$ cat src/rtl/telemetry_fifo_arbiter_pkg.sv
// Purpose: shared types and widths for the telemetry fifo write-side arbiter.
// Latency: n/a (declarations only).
// Backpressure: n/a (declarations only).
package telem_pkg;

   typedef enum logic {
      ARB  = 1'b0,
      LOCK = 1'b1
   } arb_state_e;

   // Widths shared with the fifo instance and the UART reader that demuxes on id.
   localparam int TELEM_NREQ      = 3;
   localparam int TELEM_ID_W      = 2;
   localparam int TELEM_PAYLOAD_W = 14;
   localparam int TELEM_DWIDTH    = TELEM_ID_W + TELEM_PAYLOAD_W;
   localparam int TELEM_MAX_BEATS = 8;
   localparam int TELEM_IDLE_TMO  = 15;

   // Saturating 16-bit increment used by the stall counter.
   function automatic logic [15:0] sat_inc16(input logic [15:0] v);
      return (v == 16'hFFFF) ? v : v + 16'd1;
   endfunction

endpackage

$ cat src/rtl/telemetry_fifo_arbiter_if.sv
// Purpose: producer request bundle plus fifo write port for the telemetry arbiter.
// Latency: n/a (wiring only).
// Backpressure: req_ready per producer, fifo_full from the fifo.
interface telemetry_fifo_arbiter_if
   import telem_pkg::*;
#(
   parameter int NREQ      = TELEM_NREQ,
   parameter int ID_W      = TELEM_ID_W,
   parameter int PAYLOAD_W = TELEM_PAYLOAD_W
);
   logic [NREQ-1:0]                 req_valid;
   logic [NREQ-1:0]                 req_last;
   logic [NREQ-1:0][PAYLOAD_W-1:0]  req_data;
   logic [NREQ-1:0]                 req_ready;
   logic                            fifo_full;
   logic                            fifo_wr_en;
   logic [ID_W+PAYLOAD_W-1:0]       fifo_din;
   logic [ID_W-1:0]                 gnt_id;
   logic                            pkt_err;
   logic [15:0]                     full_cycles;

   // Arbiter side.
   modport master (
      input  req_valid, req_last, req_data, fifo_full,
      output req_ready, fifo_wr_en, fifo_din, gnt_id, pkt_err, full_cycles
   );

   // Producers / fifo side.
   modport slave (
      output req_valid, req_last, req_data, fifo_full,
      input  req_ready, fifo_wr_en, fifo_din, gnt_id, pkt_err, full_cycles
   );
endinterface

$ cat src/rtl/telemetry_fifo_arbiter_rr_pick.sv
// Purpose: round-robin picker, first requester after the last grant (mod NREQ).
// Latency: combinational.
// Backpressure: none; pure function of req and last.
module telemetry_fifo_arbiter_rr_pick #(
   parameter int NREQ  = 3,
   parameter int IDX_W = 2
) (
   input  logic [NREQ-1:0]  req,
   input  logic [IDX_W-1:0] last,
   output logic [IDX_W-1:0] win,
   output logic             any
);
   logic [IDX_W-1:0] cand;

   // Walk offsets from farthest to nearest so the nearest valid requester wins.
   always_comb begin
      win  = '0;
      any  = 1'b0;
      cand = '0;
      for (int i = NREQ; i >= 1; i--) begin
         cand = IDX_W'((int'(last) + i) % NREQ);
         if (req[cand]) begin
            win = cand;
            any = 1'b1;
         end
      end
   end
endmodule

$ cat src/rtl/telemetry_fifo_arbiter.sv
// Purpose: packet-granular round-robin sharing of the telemetry fifo write port.
// Latency: 1 ARB cycle per packet, then beats pass combinationally to the fifo.
// Backpressure: fifo_full stalls the locked producer; non-granted producers see ready=0.
module telemetry_fifo_arbiter
   import telem_pkg::*;
#(
   parameter int NREQ      = TELEM_NREQ,
   parameter int ID_W      = TELEM_ID_W,
   parameter int PAYLOAD_W = TELEM_PAYLOAD_W,
   parameter int MAX_BEATS = TELEM_MAX_BEATS,
   parameter int IDLE_TMO  = TELEM_IDLE_TMO
) (
   input  logic                    clk,
   input  logic                    rst,
   telemetry_fifo_arbiter_if.master bus
);
   localparam int BEAT_W = (MAX_BEATS > 1) ? $clog2(MAX_BEATS) : 1;
   localparam int IDLE_W = $clog2(IDLE_TMO + 1);

   arb_state_e               state_q, state_d;
   logic [ID_W-1:0]          last_grant_q, last_grant_d;
   logic [ID_W-1:0]          gnt_id_q, gnt_id_d;
   logic [BEAT_W-1:0]        beat_cnt_q, beat_cnt_d;
   logic [IDLE_W-1:0]        idle_cnt_q, idle_cnt_d;
   logic [15:0]              full_cycles_q, full_cycles_d;

   logic [NREQ-1:0]          req_ready;
   logic                     fifo_wr_en;
   logic [ID_W+PAYLOAD_W-1:0] fifo_din;
   logic                     pkt_err;
   logic [ID_W-1:0]          pick_win;
   logic                     pick_any;

   telemetry_fifo_arbiter_rr_pick #(
      .NREQ  (NREQ),
      .IDX_W (ID_W)
   ) u_pick (
      .req  (bus.req_valid),
      .last (last_grant_q),
      .win  (pick_win),
      .any  (pick_any)
   );

   // State and counter registers; reset abandons any lock immediately.
   always_ff @(posedge clk) begin
      if (rst) begin
         state_q       <= ARB;
         last_grant_q  <= ID_W'(NREQ - 1);
         gnt_id_q      <= '0;
         beat_cnt_q    <= '0;
         idle_cnt_q    <= '0;
         full_cycles_q <= '0;
      end else begin
         state_q       <= state_d;
         last_grant_q  <= last_grant_d;
         gnt_id_q      <= gnt_id_d;
         beat_cnt_q    <= beat_cnt_d;
         idle_cnt_q    <= idle_cnt_d;
         full_cycles_q <= full_cycles_d;
      end
   end

   // Next-state, counters and the fifo/ready muxing for the locked producer.
   always_comb begin
      state_d       = state_q;
      last_grant_d  = last_grant_q;
      gnt_id_d      = gnt_id_q;
      beat_cnt_d    = beat_cnt_q;
      idle_cnt_d    = idle_cnt_q;
      full_cycles_d = full_cycles_q;
      req_ready     = '0;
      fifo_wr_en    = 1'b0;
      fifo_din      = '0;
      pkt_err       = 1'b0;

      case (state_q)
         ARB: begin
            beat_cnt_d = '0;
            idle_cnt_d = '0;
            if (pick_any) begin
               gnt_id_d = pick_win;
               state_d  = LOCK;
            end
         end
         LOCK: begin
            fifo_din = {gnt_id_q, bus.req_data[gnt_id_q]};
            if (bus.req_valid[gnt_id_q]) begin
               if (bus.fifo_full) begin
                  // Stall: counters frozen, only the stall counter moves.
                  full_cycles_d = sat_inc16(full_cycles_q);
               end else begin
                  req_ready[gnt_id_q] = 1'b1;
                  fifo_wr_en          = 1'b1;
                  idle_cnt_d          = '0;
                  if (bus.req_last[gnt_id_q] ||
                      beat_cnt_q == BEAT_W'(MAX_BEATS - 1)) begin
                     pkt_err      = !bus.req_last[gnt_id_q];
                     state_d      = ARB;
                     last_grant_d = gnt_id_q;
                     beat_cnt_d   = '0;
                  end else begin
                     beat_cnt_d = beat_cnt_q + 1'b1;
                  end
               end
            end else if (idle_cnt_q == IDLE_W'(IDLE_TMO)) begin
               // Producer stalled too long mid-packet: drop the lock.
               pkt_err      = 1'b1;
               state_d      = ARB;
               last_grant_d = gnt_id_q;
               beat_cnt_d   = '0;
               idle_cnt_d   = '0;
            end else begin
               idle_cnt_d = idle_cnt_q + 1'b1;
            end
         end
         default: state_d = ARB;
      endcase
   end

   assign bus.req_ready   = req_ready;
   assign bus.fifo_wr_en  = fifo_wr_en;
   assign bus.fifo_din    = fifo_din;
   assign bus.gnt_id      = gnt_id_q;
   assign bus.pkt_err     = pkt_err;
   assign bus.full_cycles = full_cycles_q;
endmodule
$ cat src/flat_wrapper.sv
// flat-port wrapper written by rule: the top's interface ports become plain ports
module telemetry_fifo_arbiter_flat import telem_pkg::*;
#(
   parameter int NREQ      = TELEM_NREQ,
   parameter int ID_W      = TELEM_ID_W,
   parameter int PAYLOAD_W = TELEM_PAYLOAD_W,
   parameter int MAX_BEATS = TELEM_MAX_BEATS,
   parameter int IDLE_TMO  = TELEM_IDLE_TMO
)
  (clk, rst, bus_req_valid, bus_req_last, bus_req_data, bus_fifo_full, bus_req_ready, bus_fifo_wr_en, bus_fifo_din, bus_gnt_id, bus_pkt_err, bus_full_cycles);
  telemetry_fifo_arbiter_if #(.NREQ(NREQ), .ID_W(ID_W), .PAYLOAD_W(PAYLOAD_W)) bus_i ();
  input  logic clk;
  input  logic rst;
  input wire logic [$bits(bus_i.req_valid)-1:0] bus_req_valid;
  input wire logic [$bits(bus_i.req_last)-1:0] bus_req_last;
  input wire logic [$bits(bus_i.req_data)-1:0] bus_req_data;
  input wire logic [$bits(bus_i.fifo_full)-1:0] bus_fifo_full;
  output wire logic [$bits(bus_i.req_ready)-1:0] bus_req_ready;
  output wire logic [$bits(bus_i.fifo_wr_en)-1:0] bus_fifo_wr_en;
  output wire logic [$bits(bus_i.fifo_din)-1:0] bus_fifo_din;
  output wire logic [$bits(bus_i.gnt_id)-1:0] bus_gnt_id;
  output wire logic [$bits(bus_i.pkt_err)-1:0] bus_pkt_err;
  output wire logic [$bits(bus_i.full_cycles)-1:0] bus_full_cycles;
  assign bus_i.req_valid = bus_req_valid;
  assign bus_i.req_last = bus_req_last;
  assign bus_i.req_data = bus_req_data;
  assign bus_i.fifo_full = bus_fifo_full;
  assign bus_req_ready = bus_i.req_ready;
  assign bus_fifo_wr_en = bus_i.fifo_wr_en;
  assign bus_fifo_din = bus_i.fifo_din;
  assign bus_gnt_id = bus_i.gnt_id;
  assign bus_pkt_err = bus_i.pkt_err;
  assign bus_full_cycles = bus_i.full_cycles;
  telemetry_fifo_arbiter #(.NREQ(NREQ), .ID_W(ID_W), .PAYLOAD_W(PAYLOAD_W), .MAX_BEATS(MAX_BEATS), .IDLE_TMO(IDLE_TMO)) u_core (.clk(clk), .rst(rst), .bus(bus_i));
endmodule
$ cat config.mk
export PLATFORM = sky130hd
export DESIGN_NAME = telemetry_fifo_arbiter_flat
export DESIGN_NICKNAME = d
export VERILOG_FILES = /design/src/rtl/telemetry_fifo_arbiter_pkg.sv /design/src/rtl/telemetry_fifo_arbiter_if.sv /design/src/rtl/telemetry_fifo_arbiter_rr_pick.sv /design/src/rtl/telemetry_fifo_arbiter.sv /design/src/flat_wrapper.sv
export SDC_FILE = /design/constraint.sdc
export NUM_CORES = 1
export LEC_CHECK = 0
export ABC_AREA = 0
export BUFFER_PORTS_ARGS = -buffer_cell sky130_fd_sc_hd__buf_4
export CAP_MARGIN = 30
export CORE_MARGIN = 4
export CORE_UTILIZATION = 35
export DETAILED_ROUTE_END_ITERATION = 6
export GPL_ROUTABILITY_DRIVEN = 0
export PLACE_DENSITY = 0.74
export SYNTH_ARGS = -nofsm -noshare
export SYNTH_HDL_FRONTEND = slang
export SYNTH_SLANG_ARGS = --single-unit
$ cat constraint.sdc
create_clock -name clk -period 2.3 [get_ports clk]
set_input_delay 0.115 -clock clk [delete_from_list [all_inputs] [get_ports clk]]
set_output_delay 0.115 -clock clk [all_outputs]
set_load 0.03 [all_outputs]
## Word level (Yosys, flattened, before mapping)

Cells that the tools add are included.

| operators by class | value |
|---|---|
| $add $sub $neg | 6 |
| divide/modulo/power cells | 3 |
| magnitude comparators | 5 |
| equality and inequality tests | 7 |
| multiplexer cells | 51 |
| bitwise operators | 2 |
| reduce and logical (&&, ||, !) cells | 8 |

Operators with widths:

| cell | count |
|---|---|
| 32-bit by 3-bit modulo with 32-bit output, second input constant | 3 |
| 14-bit binary-select mux with 2-bit select | 1 |
| 1-bit two-way mux | 22 |
| 3-bit two-way mux | 7 |
| 16-bit by 1-bit adder with 16-bit output, second input constant | 1 |
| 16-bit == test, second input constant | 1 |
| 16-bit two-way mux | 1 |
| 14-bit two-way mux | 1 |
| 2-bit two-way mux | 7 |
| 2-bit by 3-bit less-than comparator with 1-bit output, second input constant | 4 |
| 4-bit two-way mux | 3 |
| 1-bit binary-select mux with 2-bit select | 5 |
| 4-bit one-hot mux with 2 select lines | 1 |
| 4-bit AND reduction | 2 |
| 2-bit by 2-bit adder with 3-bit output, second input constant | 2 |
| 3-bit inequality test, second input constant | 2 |
| 3-bit one-hot mux with 2 select lines | 1 |
| 4-bit by 1-bit adder with 4-bit output, second input constant | 1 |
| 4-bit == test, second input constant | 1 |
| 2-bit inequality test, second input constant | 2 |
| 2-bit AND reduction | 2 |
| 2-bit by 1-bit adder with 3-bit output, second input constant | 1 |
| 3-bit by 1-bit adder with 3-bit output, second input constant | 1 |
| 3-bit == test, second input constant | 1 |
| 8 further kinds | 9 |

| storage, ports and cells | value |
|---|---|
| flip-flop bits (word level) | 28 |
| bits of input ports | 51 |
| output and inout bits | 39 |
| logic and storage cells | 88 |

## Depth between registers and ports, before layout

| logic depth | value |
|---|---|
| depth after elaboration | 9 |
| depth in mapped cells | 7 |
| mapped depth without buffers | 7 |

## Cells and area by module

From an unflattened synthesis, not the netlist that was laid out.

| second synthesis, totals | value |
|---|---|
| cells, all modules | 265 |
| area total of the unflattened synthesis | 2075.7 µm² |

Modules (own cells, without submodules):

| module | instances | cells an instance | area an instance (µm²) | sequential area each (µm²) |
|---|---|---|---|---|
| telemetry_fifo_arbiter | 1 | 238 | 1884.3 | 560.5 |
| telemetry_fifo_arbiter_rr_pick | 1 | 27 | 191.4 | 0.0 |

## Worst setup path after synthesis

OpenSTA, ideal clock, no wires.

| timing | value |
|---|---|
| path type | register to output |
| start point | reg u_core.gnt_id_q[0], in the netlist u_core.bus.gnt_id[0] |
| end point | out bus_req_ready[1] |
| data arrival time | 2.051 ns |
| data required time | 2.185 ns |
| setup slack | 0.134 ns |
| cell stages (with the launch flop) | 4 |
| path buffers | 2 |
| cell sequence | dfxtp_1 buf_2 buf_1 nor3b_1 |

| between the ends | value |
|---|---|
| longest elaborated chain between the ends | 7 |
| elaborated cells between the ends (all ways) | 10 |
| classes of those cells | order compare (2); mux (7); reduce/logical (1) |

Ends and longest elaborated chain:

| what | RTL line | RTL |
|---|---|---|
| from (decl) | telemetry_fifo_arbiter.sv:22 | `logic [ID_W-1:0] gnt_id_q, gnt_id_d;` |
| from (signal assigned) | telemetry_fifo_arbiter.sv:56 | `gnt_id_q <= gnt_id_d;` |
| 2-bit by 3-bit less-than comparator with 1-bit output (implied by the code) or 2-bit by 1-bit greater-or-equal comparator with 1-bit output (tied branches) | telemetry_fifo_arbiter.sv:92 | `req_ready[gnt_id_q] = 1'b1;` |
| 1-bit logical AND (implied by the code) | telemetry_fifo_arbiter.sv:92 |  |
| 1-bit two-way mux (implied by the code) | telemetry_fifo_arbiter.sv:92 |  |
| 1-bit demux with 2-bit select | -- |  |
| 3-bit two-way mux | telemetry_fifo_arbiter.sv:88 | `if (bus.fifo_full) begin` |
| 3-bit two-way mux (*) | telemetry_fifo_arbiter.sv:87 | `if (bus.req_valid[gnt_id_q]) begin` |
| 3-bit two-way mux (*) | telemetry_fifo_arbiter.sv:76 | `case (state_q)` |
| to (decl) | flat_wrapper.sv:18 | `output wire logic [$bits(bus_i.req_ready)-1:0] bus_req_ready;` |

Mark *: on every way between the ends. The rest lies on a longest branch, timed or not. The select of a mux whose other input is x is not followed.

## Worst setup path after layout

| timing | value |
|---|---|
| start point | reg u_core.full_cycles_q[0], in the netlist u_core.bus.full_cycles[0] |
| end point | reg u_core.full_cycles_q[5], in the netlist u_core.bus.full_cycles[5] |

| between the ends | value |
|---|---|
| longest elaborated chain between the ends | 3 |
| elaborated cells between the ends (all ways) | 4 |
| classes of those cells | add/sub (1); eq/ne (1); bitwise (1); reduce/logical (1) |

Ends and longest elaborated chain:

| what | RTL line | RTL |
|---|---|---|
| from (decl) | telemetry_fifo_arbiter.sv:25 | `logic [15:0] full_cycles_q, full_cycles_d;` |
| from (signal assigned) | telemetry_fifo_arbiter.sv:59 | `full_cycles_q <= full_cycles_d;` |
| parallel branches: the longest is 3 deep, another holds 16-bit by 1-bit adder with 16-bit output | -- |  |

Several ways; the timed one is not identified.
A chain may end at the register's enable or synchronous reset.

==> impl_metrics.ini <==
[status]
status = finished, final reports clean

[detailed_routing]
drt_iter0_drc = 177
route.detailed.drc = 0
wl_per_cell_um = 13.8
wl_um = 5810
firstDrtPassIters = 4
vias = 2123
via_per_inst = 5.05
ant_nets = 0

[sta]
rsz0062_at_grt = false
worst_pin_slew_ps = 354
min_period_ps = 2140
maxSlewHeadroom = 0.758
timing.final.crit_share = 0.929
setup_viol = 0
fmax_mhz = 468
final.setup.tns_ps = 0
report.final.slew_viol_count = 0
fin_skew_ps = 6.31
hold_violations = 0

[yosys]
synth_nets = 317
yosys_warnings = 0
yosys.cell_types.count = 47
ys_ff_latch = 28
post-synth-top-area-cell = dfxtp_1
syn_avg_cell_area_um2 = 7.55
synth_area_mm2 = 0.00195
synth_top_area_frac = 0.288
syn_inst = 258
synth.yosys.seq_area_share = 0.288
synth.area.top_cells = dfxtp_1, mux2i_1, nor2_1

[global_routing]
antenna_found_initial = 0
first_global_vias = 1929
grt_first_pass_wirelength_um = 8760
grt.overflow.total = 0
grt_max_degree = 23
grt_util_all_layers = 0.161

[floorplanning]
dieArea_mm2 = 0.00682
rows = 26
start_util = 0.372
fp.dieW_um = 82.6
die_h_um = 82.6
design.core.area_mm2 = 0.00524
io_pins = 90

[power_and_ir_drop]
vdd_ir_drop_max_mv = 0.343
p_int_w = 0.000909
p_sw_w = 0.000394
p_leak_nw = 1.22
p_clk_frac = 0.299
combPwrFrac = 0.315
powerDensity_mw_per_mm2 = 464
seqPwrFrac = 0.386
swShare = 0.302

[cells_and_area]
area_growth_pct = 44.2
stdcell_area_mm2 = 0.00281
fill_cells = 503
nets = 410
post_route_cells_drive_above_1_share = 0.311
antenna_cells = 0

[run]
maxCapViolations = 0

[min_path]
holdCritPathClass = in -> reg

[cts]
clk_latency_ps = 280
cts_tree = yes
clk_path_buf_depth = 2
cts_root_buffer = clkbuf_8
cts_buffers = 3
clock-sinks = 28
postCtsSetupRepairBufs = 0
clk_pin_slew_ps = 100
cts_max_level = 1

[setup_path]
required_ps = 2520
path_class = reg -> reg
setup.worst_path.start_class = flop
cp-end-kind = flop
worst-path-max-fanout = 14
worstPathArrival_ps = 2350

[placed_design]
place_area_mm2 = 0.00273
io_buffer_count = 89
place_hpwl_um = 4580
## cells by family after synthesis
logic type	after synthesis	share of synthesized area
flops	28	0.288
compound gates	68	0.226
buf+inv	24	0.0495
mux	22	0.114
simple gates	105	0.258
xor+xnor	3	0.0135
fa+ha+maj	8	0.0514
## synth_stat cells (all sizes together)
master and n:
nor2 44, a21oi 32, dfxtp 28, mux2i 20, nand3 14, nand2 13
inv 11, o21ai 9, clkbuf 8, ha 8, or3 8, or4 5
buf 4, nor3 4, a211oi 3, and2 3, nand4 3, nor4 3
o211ai 3, o31ai 3, a22o 2, mux2 2, nand2b 2, nor2b 2
nor3b 2, o2bb2ai 2, o41ai 2, xnor2 2, a2111o 1, a211o 1
a21o 1, a2bb2oi 1, a31oi 1, a32oi 1, a41oi 1, and3 1
clkinv 1, nand3b 1, o211a 1, o21a 1, o22ai 1, o311ai 1
o31a 1, xor2 1
## worst max-delay path, stage by stage (launching register included)
cell and delay (ps):
dfxtp_1 350, ha_1 220, nand3_1 160, nor2_1 90, a2111o_2 580, or4_1 530, a21oi_1 140
## power groups by stage
| stage | registers [W] | clock network (W) | logic (W) |
|---|---|---|---|
| floorplan | 0.000521 | 0 | 0.000231 |
| global placement | 0.000513 | 0 | 0.000405 |
| detailed placement | 0.000513 | 0 | 0.000409 |
| CTS | 0.000502 | 0.000400 | 0.000411 |
| global route | 0.000504 | 0.000419 | 0.000446 |
| finish | 0.000502 | 0.000390 | 0.000410 |
## stage by stage
stage	instances	util	worst slack (ps)	hold WS (ps)	power, W
4_1_cts	420	0.536	155	162	0.00131
3_3_place_gp	416	0.522	227	457	0.000918
3_5_place_dp	416	0.522	175	459	0.000922
6_report	420	0.536	162	170	0.00130
2_1_floorplan	258	-	134	279	0.000752
5_1_grt	420	0.536	3.39	170	0.00137
## per-layer routing
metal	part of all wire	track usage
met3	0.018	0.0108
met5	0	0
met1	0.46	0.225
met2	0.51	0.266
met4	0.010	0.0474
## placed cells by master (no fill, tap or decap), types with 2 or more instances in the layout
cell,n
a211oi_1,3
a21oi_1,32
a22o_1,2
and2_1,3
buf_4,100
clkbuf_8,3
dfxtp_1,28
ha_1,8
inv_1,11
mux2_2,2
mux2i_1,20
nand2_1,13
nand2b_1,2
nand3_1,14
nand4_1,3
nor2_1,44
nor2b_1,2
nor3_1,4
nor3b_1,2
nor4_1,3
o211ai_1,3
o21ai_0,8
o31ai_1,3
o41ai_1,2
or3_1,8
or4_1,5
xnor2_1,2
## state kept, by name (all words and copies together) (netlist names)
| register | cells |
|---|---|
| u_core.bus.full_cycles | 16 |
| u_core.idle_cnt_q | 4 |
| u_core.beat_cnt_q | 3 |
| u_core.bus.gnt_id | 2 |
| u_core.last_grant_q | 2 |
| u_core.state_q | 1 |
## path summary, 6_finish.rpt
path | from | endpoint | slack [ps] | depth (start not counted)
setup reg to reg | u_core.bus.full_cycles[0] | u_core.bus.full_cycles[5] | 160 | 6
setup / recovery | u_core.bus.full_cycles[0] | u_core.bus.full_cycles[5] | 160 | 6
hold / removal | rst | u_core.bus.full_cycles[15] | 170 | 2
hold reg to reg | u_core.idle_cnt_q[1] | u_core.idle_cnt_q[1] | 500 | 2
## area by class of cell
| cell class | instances | area [µm²] | area share |
|---|---|---|---|
| Clock buffer | 3 | 41.3 | 0.0147 |
| Clock inverter | 1 | 30.0 | 0.0107 |
| Inverter | 12 | 45.0 | 0.0160 |
| Multi-Input combinational cell | 206 | 1290 | 0.460 |
| Sequential cell | 28 | 561 | 0.200 |
| Tap cell | 70 | 87.6 | 0.0312 |
| Timing Repair Buffer | 100 | 751 | 0.267 |
## what timing repair did
item | 4_1_cts | 5_1_grt
resized for setup | 0 | 2
setup endpoints to repair | 0 | 2
hold buffers | 0 | 0
(Power assumes the default switching activity.)
